==> config.mk <==
export PLATFORM = sky130hd
export DESIGN_NAME = vga_rect_fill_master
export DESIGN_NICKNAME = d
export VERILOG_FILES = /design/src/rtl/vga_rect_fill_master.sv
export SDC_FILE = /design/constraint.sdc
export NUM_CORES = 1
export LEC_CHECK = 0
export ABC_CLOCK_PERIOD_IN_PS = 8400
export BUFFER_PORTS_ARGS = -buffer_cell sky130_fd_sc_hd__buf_2
export CAP_MARGIN = 5
export CORE_ASPECT_RATIO = 0.7
export CORE_MARGIN = 2
export CORE_UTILIZATION = 30
export CTS_BUF_LIST = sky130_fd_sc_hd__clkbuf_4 sky130_fd_sc_hd__clkbuf_8
export CTS_CLUSTER_SIZE = 8
export DETAILED_ROUTE_END_ITERATION = 8
export SLEW_MARGIN = 40
export SYNTH_ARGS = -nofsm -noshare
export SYNTH_HDL_FRONTEND = slang
export SYNTH_SLANG_ARGS = --single-unit
export TNS_END_PERCENT = 50
==> constraint.sdc <==
create_clock -name iCLOCK -period 8.4 [get_ports iCLOCK]
set_input_delay 1.68 -clock iCLOCK [delete_from_list [all_inputs] [get_ports iCLOCK]]
set_output_delay 1.68 -clock iCLOCK [all_outputs]
set_load 0.05 [all_outputs]
==> src/rtl/vga_rect_fill_master.sv <==
// vga_rect_fill_master: clips one rectangle fill command to the 640x480
// visible area and writes it pixel by pixel, row-major, to the display
// device write port, stalling while the device reports busy.
// Optional build macro: VGA_RECT_FILL_CLEAR_SHORTCUT_EN turns a full-screen
// fill from the origin into a single write of the display clear command.
module vga_rect_fill_master #(
  parameter logic [31:0] PIXEL_BASE = 32'h0000_0100,
  parameter int unsigned H_RES      = 640,
  parameter int unsigned V_RES      = 480
) (
  input  logic        iCLOCK,
  input  logic        inRESET,
  input  logic        iRESET_SYNC,
  input  logic        iCMD_REQ,
  output logic        oCMD_BUSY,
  input  logic [9:0]  iCMD_X0,
  input  logic [9:0]  iCMD_Y0,
  input  logic [9:0]  iCMD_W,
  input  logic [9:0]  iCMD_H,
  input  logic [11:0] iCMD_COLOR,
  output logic        oDONE,
  output logic        oDISP_REQ,
  input  logic        iDISP_BUSY,
  output logic        oDISP_RW,
  output logic [31:0] oDISP_ADDR,
  output logic [31:0] oDISP_DATA
);

  localparam logic [10:0] H_RES11  = 11'(H_RES);
  localparam logic [10:0] V_RES11  = 11'(V_RES);
  localparam logic [31:0] ROW_STEP = 32'(H_RES * 4);

  typedef enum logic [1:0] {IDLE, CLIP, RUN, DONE} state_t;

  state_t state, nextState;

  logic [9:0]  x0Reg, y0Reg, wReg, hReg;
  logic [11:0] colorReg;
  logic [9:0]  x, y;
  logic [10:0] xLast, yLast;
  logic [31:0] rowBase, addr;

  logic        cmdAccept, xfer, emptyRect, moreX, moreY;
  logic [10:0] xEnd, yEnd, xClip, yClip;
  logic [31:0] rowBaseInit;

  assign cmdAccept = iCMD_REQ && (state == IDLE);
  assign xfer      = (state == RUN) && !iDISP_BUSY;
  assign moreX     = {1'b0, x} < xLast;
  assign moreY     = {1'b0, y} < yLast;

  // Clip arithmetic is done in 11 bits so X0+W / Y0+H cannot wrap.
  always_comb begin
    xEnd        = {1'b0, x0Reg} + {1'b0, wReg};
    yEnd        = {1'b0, y0Reg} + {1'b0, hReg};
    xClip       = (xEnd > H_RES11) ? H_RES11 : xEnd;
    yClip       = (yEnd > V_RES11) ? V_RES11 : yEnd;
    emptyRect   = (wReg == '0) || (hReg == '0) ||
                  ({1'b0, x0Reg} >= H_RES11) || ({1'b0, y0Reg} >= V_RES11);
    rowBaseInit = PIXEL_BASE +
                  ((32'(y0Reg) * 32'(H_RES) + 32'(x0Reg)) << 2);
  end

`ifdef VGA_RECT_FILL_CLEAR_SHORTCUT_EN
  logic fullScreen;
  assign fullScreen = (x0Reg == '0) && (y0Reg == '0) &&
                      ({1'b0, wReg} >= H_RES11) && ({1'b0, hReg} >= V_RES11);
`endif

  // State register; either reset abandons any fill in progress.
  always_ff @(posedge iCLOCK or negedge inRESET) begin
    if (!inRESET)         state <= IDLE;
    else if (iRESET_SYNC) state <= IDLE;
    else                  state <= nextState;
  end

  // Next-state selection.
  always_comb begin
    nextState = state;
    unique case (state)
      IDLE: if (cmdAccept) nextState = CLIP;
      CLIP: nextState = emptyRect ? DONE : RUN;
      RUN:  if (xfer && !moreX && !moreY) nextState = DONE;
      DONE: nextState = IDLE;
      default: nextState = IDLE;
    endcase
  end

  // Command latch, clip setup and pixel walk counters.
  always_ff @(posedge iCLOCK or negedge inRESET) begin
    if (!inRESET) begin
      x0Reg <= '0; y0Reg <= '0; wReg <= '0; hReg <= '0; colorReg <= '0;
      x <= '0; y <= '0; xLast <= '0; yLast <= '0;
      rowBase <= '0; addr <= '0;
    end else if (iRESET_SYNC) begin
      x0Reg <= '0; y0Reg <= '0; wReg <= '0; hReg <= '0; colorReg <= '0;
      x <= '0; y <= '0; xLast <= '0; yLast <= '0;
      rowBase <= '0; addr <= '0;
    end else begin
      if (cmdAccept) begin
        x0Reg    <= iCMD_X0;
        y0Reg    <= iCMD_Y0;
        wReg     <= iCMD_W;
        hReg     <= iCMD_H;
        colorReg <= iCMD_COLOR;
      end
      if (state == CLIP) begin
        x       <= x0Reg;
        y       <= y0Reg;
        xLast   <= xClip - 11'd1;
        yLast   <= yClip - 11'd1;
        rowBase <= rowBaseInit;
        addr    <= rowBaseInit;
`ifdef VGA_RECT_FILL_CLEAR_SHORTCUT_EN
        // Collapsing the walk to a 1x1 region at (0,0) makes RUN issue
        // exactly one write, which goes to the clear-command address.
        if (fullScreen) begin
          xLast <= '0;
          yLast <= '0;
          addr  <= '0;
        end
`endif
      end else if (xfer) begin
        if (moreX) begin
          x    <= x + 10'd1;
          addr <= addr + 32'd4;
        end else if (moreY) begin
          x       <= x0Reg;
          y       <= y + 10'd1;
          rowBase <= rowBase + ROW_STEP;
          addr    <= rowBase + ROW_STEP;
        end
      end
    end
  end

  assign oCMD_BUSY  = (state != IDLE);
  assign oDONE      = (state == DONE);
  assign oDISP_REQ  = (state == RUN);
  assign oDISP_RW   = 1'b1;
  assign oDISP_ADDR = addr;
  assign oDISP_DATA = {20'h0, colorReg};

endmodule

==> results of run 1 <==
==> critical path: stages, from the launching register on <==
cell and delay, ns:
dfrtp_1 0.45, ha_1 0.21, inv_1 0.06, fa_1 0.39, nor2b_1 0.12, o21ai_0 0.10, a21boi_1 0.45, o21a_1 0.19
o21ai_1 0.12, a311oi_1 0.46, nor3_2 0.18, nand2b_1 0.11, ha_1 0.29, nand2_1 0.08, nor3_1 0.23, mux2_2 0.38
o32ai_1 0.25
==> layout make-up <==
type | count | area (um^2)
multi-input cells | 953 | 6370
inverters | 45 | 169
repair buffers | 118 | 677
flip-flops and latches | 157 | 3930
clock inverters | 15 | 170
clock buffers | 17 | 234
well taps | 472 | 591
fillers | 3605 | 22800
==> state kept, by name (all words and copies together), names as in the netlist, 11 cells and up <==
| signal | flops |
|---|---|
| rowBase | 30 |
| yLast | 11 |
| colorReg | 12 |
| oDISP_ADDR | 31 |
| xLast | 11 |
==> placed cells by master (no fill, tap or decap), types with 5 or more instances in the layout <==
cell type / instances
nor3b_1: 13
and3_1: 16
conb_1: 21
clkbuf_8: 17
mux2i_1: 9
ha_1: 67
nand2_1: 103
dfrtp_1: 157
o21ai_0: 80
o22ai_1: 6
a22o_1: 61
nand2b_1: 11
nor4_1: 9
nand3_1: 41
o31ai_1: 11
o21a_1: 12
a211oi_1: 15
o211ai_1: 6
nor2b_1: 9
a311oi_1: 8
buf_2: 102
or3_1: 5
nor2_1: 113
and2_1: 8
inv_6: 9
xnor2_1: 54
or2_2: 11
buf_4: 11
a21o_1: 12
nor3_1: 26
inv_1: 45
xor2_1: 35
a21oi_1: 90
nand4_1: 13
==> metrics by stage <==
step	hold slack (ns)	cells	power, uW
6_report	0.498	1777	4460
5_1_grt	0.516	1777	4850
4_1_cts	0.503	1776	4460
3_5_place_dp	0.479	1744	3840
3_3_place_gp	0.478	1742	3810
2_1_floorplan	0.459	1231	3110
==> layer usage <==
metal / vias up / wire length, um
met5: - / 0
li1: 4520 / -
met2: 209 / 13700
met4: 0 / 400
met3: 28 / 1280
met1: 4548 / 15100
==> power groups by stage <==
stage               combinational [uW]  sequential, uW  clock, uW
floorplan                         1830            1280          0
global placement                  2630            1180          0
detailed placement                2650            1180          0
CTS                               2670            1170        623
global route                      2990            1200        655
finish                            2680            1170        609
==> worst max path at each step <==
| stage | cells past startpoint | from | slack, ns | endpoint |
|---|---|---|---|---|
| global route | 17 | y0Reg[0]$_DFFE_PN0P_ | 3.92 | yLast[6]$_DFFE_PN0P_ |
| global placement | 16 | x0Reg[0]$_DFFE_PN0P_ | 4.37 | xLast[8]$_DFFE_PN0P_ |
| finish | 16 | x0Reg[0]$_DFFE_PN0P_ | 4.25 | xLast[8]$_DFFE_PN0P_ |
| detailed placement | 16 | x0Reg[0]$_DFFE_PN0P_ | 4.27 | xLast[8]$_DFFE_PN0P_ |
| floorplan | 11 | y0Reg[1]$_DFFE_PN0P_ | 4.81 | rowBase[20]$_DFFE_PN0P_ |
| CTS | 16 | x0Reg[0]$_DFFE_PN0P_ | 4.21 | xLast[8]$_DFFE_PN0P_ |
==> cell families (layout without fill, tap and decap cells) <==
kind of cell / after synthesis / count (layout) / synth area share (%)
other: 2 / 21 / 0.0699
AOI/OAI and AO/OA: 360 / 360 / 22.9
adders and majority gates: 72 / 72 / 8.67
and+or+nand+nor: 399 / 399 / 18.2
xor gates and xnor gates: 90 / 90 / 7.41
muxes: 11 / 11 / 1.05
buffers and inverters: 121 / 195 / 5.03
DFF: 157 / 157 / 36.6
==> metrics.cfg, run 1 <==
[run_status]
outcome=finished clean

[yosys]
yosysMostFrequentCell=dfrtp_1
synth-edff-count=0
synth_flop_cell=dfrtp_1
syn_inst=1212
synth_area_leader_cell=dfrtp_1
avgSynthCellArea_um2=8.86
synthTopCellsByCount=dfrtp_1, nor2_1, nand2_1
synth_area_um2=10700
synth_top_area_share_pct=36.6
ys_ff_latch=157
synthArstFlopShare_pct=100
ys_types=80
yosysWarnings=0
synth_area_leaders=dfrtp_1, ha_1, a22o_1, xnor2_1, a21oi_1
ys_seq_area_share_pct=36.6

[power]
pwr-share-clk_pct=13.7
p_leak_uw=0.00549
switching_power_uw=2330
p_int_uw=2130
p_sw_share_pct=52.3
seq_power_share_pct=26.2
comb_power_share_pct=60.1
ir_worst_vdd_mv=0.426
power_density_nw_per_um2=367

[global_route]
grt_overflow=0
grt_use_met1_pct=24.0
grt_use_met3_pct=3.00
busiest_layer=met2
met2_usage_pct=25.9
grt_max_degree=98
antenna_found_initial=0
first_global_vias=8971
grt_usage_pct=16.7
grt_pass1_wl_um=49500

[worst_setup_path]
r2r_slack_ns=4.25
r2r_cells=16
crit_path_end_kind=flop
required_ns=8.79
arrival_ns=4.54
critPathKind=flop to flop
crit_path_max_fanout=8
rr_startpoint=x0Reg[0]$_DFFE_PN0P_
r2r_end=xLast[8]$_DFFE_PN0P_
startpoint_type=flop

[sta]
slew_viol_final=0
period_minus_slack_ns=4.15
worst_slew_pin_slew_ns=0.839
layout_setup_ws_ns=4.25
rsz0062_at_grt=false
relSlewSlack_pct=44.0
finClkSkew_ns=0.0150
tns_ns=0
hold_viol=0
fmax_ghz=0.241
finalSetupViolations=0
post-route-period-util_pct=49.5

[finish]
num_antenna_cells=0
nets=1421
final_core_utilization_pct=34.7
layout-drive-gt1-share_pct=14.4
syn2layout_area_growth_pct=13.1
final_cell_area_um2=12100

[clock_network]
clk_latency_ns=0.49
post_cts_resized=0
path_clk_slew_ns=0.10
cts_setup_buffers=0
cts_htree_levels=4
cts_tree=built
cts-buffers-inserted=17
root_buffer=clkbuf_8
clk_path_buf_depth=2
cts.sinks=157
hold_buffers=0

[floorplanning]
core-area_um2=34900
io_pins=125
initial_utilization_pct=30.7
die_h_um=162
die_w_um=230
die_area_um2=37300
row_count=57

[worst_hold_path]
hp-start=xLast[6]$_DFFE_PN0P_
min_path_type=flop to flop
holdPathEnd=xLast[6]$_DFFE_PN0P_
worstHoldPathCells=1

[placed_design]
place_congestion=0.841
place_area_um2=11700
numPortBuffers=103
preCtsSetupSlack_ns=4.27
hpwl_um=21600

[route]
drc=0
wl_per_cell_um=17.2
routed_via_density=5.24
drt_wl_total_um=30500
vias=9305
drtIter0Drc=813
final_antenna_net_count=0
drtPass1Iterations=7

[flow_run]
cap_violations=0

Power figures use the tool's default switching activity.
==> run 2, diff against run 1 <==
Settings changed: ABC_CLOCK_PERIOD_IN_PS 8400 to 3900.
Clock period 8.4 ns to 3.9 ns, I/O delays scaled along.
==> metrics.cfg, run 2 (synthesized netlist as in run 1, its figures left out) <==
[power]
ir_worst_vdd_mv=0.754
p_sw_share_pct=51.6
p_leak_uw=0.00565
p_int_uw=4800
switching_power_uw=5120
power_uw=9920
pwr-share-clk_pct=13.2
comb_power_share_pct=61.8
seq_power_share_pct=25.0
power_density_nw_per_um2=799

[global_route]
grt_max_degree=74
grt_pass1_wl_um=52200
grt_usage_pct=17.5
first_global_vias=9325
grt_overflow=0
antenna_found_initial=0

[route]
wl_per_cell_um=17.9
drtPass1Iterations=5
vias=9642
drc=0
drtIter0Drc=849
routed_via_density=5.34
drt_wl_total_um=32300
final_antenna_net_count=0

[clock_network]
root_buffer=clkbuf_8
path_clk_slew_ns=0.09
cts_tree=built
clk_path_buf_depth=2
cts-buffers-inserted=17
hold_buffers=0
cts_htree_levels=4
clk_latency_ns=0.48
cts.sinks=157

[finish]
mostFrequentLayoutCell=dfrtp_1
register_area_um2=3930
fin_cells=1804
largest_reg_flops=31
multi_input_area_um2=6460
fillers=3608
final_cell_mix=dfrtp_1, nor2_1, nand2_1, buf_2, a21oi_1
final_core_utilization_pct=35.5
syn2layout_area_growth_pct=15.6
nets=1448
layout-drive-gt1-share_pct=17.3
num_antenna_cells=0

[floorplanning]
die_area_um2=37300
die_h_um=162
initial_utilization_pct=30.7
die_w_um=230
io_pins=125
row_count=57
core-area_um2=34900

[worst_hold_path]
min_path_type=input pin to asynchronous set/reset pin

[run_status]
outcome=finished clean

[worst_setup_path]
startpoint_type=flop
crit_path_frequent_cell=ha_1
arrival_ns=4.03
crit_path_end_kind=flop
r2r_slack_ns=0.18
critPathKind=flop to flop
required_ns=4.21
crit_chain=ha_1, ha_1, inv_1, fa_1, or4b_4, nor2_1, nand3_2, nor4b_4, xnor2_1, or4_1, a21oi_2, a211oi_1
cp_slowest_cell=or4b_4
critical-path-max-stage-delay_ns=0.59
crit_path_max_fanout=4

[sta]
relSlewSlack_pct=48.4
slew_viol_final=0
period_minus_slack_ns=3.72
tns_ns=0
finalSetupViolations=0
fmax_ghz=0.269
finClkSkew_ns=0.0192
hold_viol=0
hold_slack_ns=0.322
worst_slew_pin_slew_ns=0.772
post-route-period-util_pct=95.3

[placed_design]
placedCellCount=1770
numPortBuffers=103
place_congestion=0.927
hpwl_um=23600

[flow_run]
cap_violations=0

## run 2: worst max-delay path, delay by kind of cell (launching register included)
family / cells / cell delay, ns
adder cells (fa/ha/maj): 3 / 0.98
buffers and inverters: 1 / 0.07
XOR/XNOR: 1 / 0.15
AO/OA/AOI/OAI: 2 / 0.25
AND/OR/NAND/NOR: 5 / 1.71
flip-flops: 1 / 0.39
## run 2: area by class of cell
| class | instances | area share (%) |
|---|---|---|
| inverters | 45 | 1.36 |
| well taps | 472 | 4.76 |
| clock buffers | 20 | 2.17 |
| flip-flops and latches | 157 | 31.7 |
| multi-input cells | 953 | 52.0 |
| clock inverters | 12 | 1.09 |
| repair buffers | 145 | 6.95 |
## run 2: power groups by stage
| stage | Sequential (uW) | Combinational (uW) | Clock, uW |
|---|---|---|---|
| 3_5_place_dp | 2500 | 5970 | 0 |
| 2_1_floorplan | 2750 | 3940 | 0 |
| 4_1_cts | 2470 | 6010 | 1330 |
| 3_3_place_gp | 2490 | 5900 | 0 |
| 6_report | 2480 | 6130 | 1310 |
| 5_1_grt | 2540 | 6750 | 1410 |
## run 2: through the flow
stage | setup slack (ns) | cell area [um^2]
5_1_grt | -0.0186 | 12400
6_report | 0.184 | 12400
3_5_place_dp | 0.0387 | 11900
3_3_place_gp | 0.276 | 11900
2_1_floorplan | 0.312 | 10800
4_1_cts | 0.0193 | 12300
## run 2: timing repair
| item | CTS | global route |
|---|---|---|
| setup buffers | 0 | 2 |
| gates resized for setup | 0 | 18 |
| setup endpoints to repair | 0 | 9 |
## run 2: per-layer routing
layer / global-route usage [%] / up-vias / wire, um
met3: 3.27 / 28 / 1930
met4: 4.34 / 0 / 459
met1: 25.3 / 4792 / 15400
li1: - / 4556 / -
met5: 0 / - / 0
met2: 26.9 / 266 / 14500
## run 2: path summary, 6_finish.rpt
| path | from | end | cells after the start |
|---|---|---|---|
| min in group iCLOCK | xLast[6]$_DFFE_PN0P_ | xLast[6]$_DFFE_PN0P_ | 1 |
| worst min-delay path | inRESET | x0Reg[0]$_DFFE_PN0P_ | 1 |
| worst min register to register | xLast[6]$_DFFE_PN0P_ | xLast[6]$_DFFE_PN0P_ | 1 |
| worst max register to register | y0Reg[1]$_DFFE_PN0P_ | rowBase[20]$_DFFE_PN0P_ | 12 |
| worst max-delay path | y0Reg[1]$_DFFE_PN0P_ | rowBase[20]$_DFFE_PN0P_ | 12 |
| max in group asynchronous | inRESET | oDISP_ADDR[0]$_DFFE_PN0P_ | 2 |
==> run 3, diff against run 2 <==
Settings changed: PLACE_DENSITY_LB_ADDON set to 0.25.
==> metrics.cfg, run 3 (synthesized netlist as in run 1, its figures left out) <==
[run_status]
outcome=finished clean

[clock_network]
path_clk_slew_ns=0.09
cts_tree=built
cts-buffers-inserted=17
hold_buffers=0
cts.sinks=157
clk_path_buf_depth=2
cts_htree_levels=4
root_buffer=clkbuf_8
clk_latency_ns=0.51

[global_route]
first_global_vias=9064
antenna_found_initial=0
grt_overflow=0
grt_max_degree=75
grt_pass1_wl_um=51700
grt_usage_pct=17.6

[floorplanning]
die_w_um=230
io_pins=125
core-area_um2=34900
initial_utilization_pct=30.7
row_count=57
die_area_um2=37300
die_h_um=162

[power]
p_sw_share_pct=51.9
comb_power_share_pct=62.1
ir_worst_vdd_mv=0.665
seq_power_share_pct=24.8
switching_power_uw=5170
p_int_uw=4800
power_density_nw_per_um2=797
p_leak_uw=0.00566
pwr-share-clk_pct=13.1

[route]
routed_via_density=5.24
vias=9478
final_antenna_net_count=0
drtIter0Drc=831
wl_per_cell_um=18.0
drc=0
drt_wl_total_um=32500
drtPass1Iterations=5

[placed_design]
hpwl_um=23600
place_congestion=0.846
numPortBuffers=103
placedCellCount=1775
preCtsSetupSlack_ns=0.108

[worst_setup_path]
critical-path-max-stage-delay_ns=0.61
crit_path_frequent_cell=ha_1
crit_path_max_fanout=4
crit_path_end_kind=flop
crit_chain=ha_1, ha_1, inv_1, fa_1, or4b_4, nor4_4, xnor2_1, or3_1, or4_1, a21oi_2, a211oi_1
startpoint_type=flop
arrival_ns=4.08
critPathKind=flop to flop
cp_slowest_cell=or4b_4
required_ns=4.25

[finish]
final_core_utilization_pct=35.8
num_antenna_cells=0
mostFrequentLayoutCell=dfrtp_1
final_cell_mix=dfrtp_1, nor2_1, nand2_1, buf_2, a21oi_1
fin_cells=1809
largest_reg_flops=31
layout-drive-gt1-share_pct=18.1
nets=1453
syn2layout_area_growth_pct=16.5

[worst_hold_path]
min_path_type=input pin to asynchronous set/reset pin

[sta]
period_minus_slack_ns=3.73
relSlewSlack_pct=47.1
layout_setup_ws_ns=0.172
worst_slew_pin_slew_ns=0.791
hold_viol=0
tns_ns=0
hold_slack_ns=0.314
fmax_ghz=0.268
slew_viol_final=0
post-route-period-util_pct=95.6
finClkSkew_ns=0.0166
finalSetupViolations=0

[flow_run]
cap_violations=0

==> run 3: changes by cell type in the layout (fill, tap and decap cells not counted), moves of 2 or more <==
| cell | change |
|---|---|
| buf_4 | +6 |
| a21oi_1 | -2 |
| clkinv_4 | +2 |
| inv_6 | -2 |
==> run 3: path summary, 6_finish.rpt <==
check | to | cells past startpoint | from | slack (ns)
worst min register to register | xLast[6]$_DFFE_PN0P_ | 1 | xLast[6]$_DFFE_PN0P_ | 0.50
min in group iCLOCK | hReg[3]$_DFFE_PN0P_ | 2 | iCMD_H[3] | 0.48
max in group asynchronous | oDISP_ADDR[6]$_DFFE_PN0P_ | 2 | inRESET | 2.80
worst max-delay path | rowBase[20]$_DFFE_PN0P_ | 11 | y0Reg[1]$_DFFE_PN0P_ | 0.17
worst min-delay path | x[1]$_DFFE_PN0P_ | 1 | inRESET | 0.31
worst max register to register | rowBase[20]$_DFFE_PN0P_ | 11 | y0Reg[1]$_DFFE_PN0P_ | 0.17
==> run 3: layout make-up <==
type	instances	area [um^2]
Inverter	45	169
Fill cell	3604	22400
Clock inverter	12	138
Multi-Input combinational cell	953	6530
Timing Repair Buffer	150	887
Clock buffer	20	269
Sequential cell	157	3930
Tap cell	472	591
==> run 3: power by group through the flow <==
| stage | logic (uW) | registers, uW | clock network, uW |
|---|---|---|---|
| finish | 6200 | 2470 | 1300 |
| global route | 6830 | 2530 | 1420 |
| CTS | 6060 | 2470 | 1340 |
| detailed placement | 6020 | 2500 | 0 |
| global placement | 5950 | 2490 | 0 |
| floorplan | 3940 | 2750 | 0 |
==> run 3: timing repair <==
action,4_1_cts,5_1_grt
endpoints found under the setup margin,0,7
buffers inserted,0,2
gates resized for setup,0,29
hold endpoints to repair,0,0
==> run 3: metal layers <==
metal  track usage [%]  vias up  wire length [um]
met3              3.65       31              1450
li1                  -     4560                 -
met5                 0        -                 0
met2              25.7      180             13800
met1              26.3     4707             16800
met4              4.66        0               444
==> run 3: metrics by stage <==
step                cell area [um^2]  power, uW
floorplan                      10800       6690
global placement               11900       8450
detailed placement             11900       8520
CTS                            12300       9870
global route                   12500      10800
finish                         12500       9970
==> run 3: worst max-delay path: cells and delay by family (launching register included) <==
family                     cells  cell delay [ns]
adders and majority gates      3             0.99
and+or+nand+nor                4             1.76
AOI/OAI and AO/OA              2             0.24
DFF                            1             0.39
buffers and inverters          1             0.08
xor gates and xnor gates       1             0.12
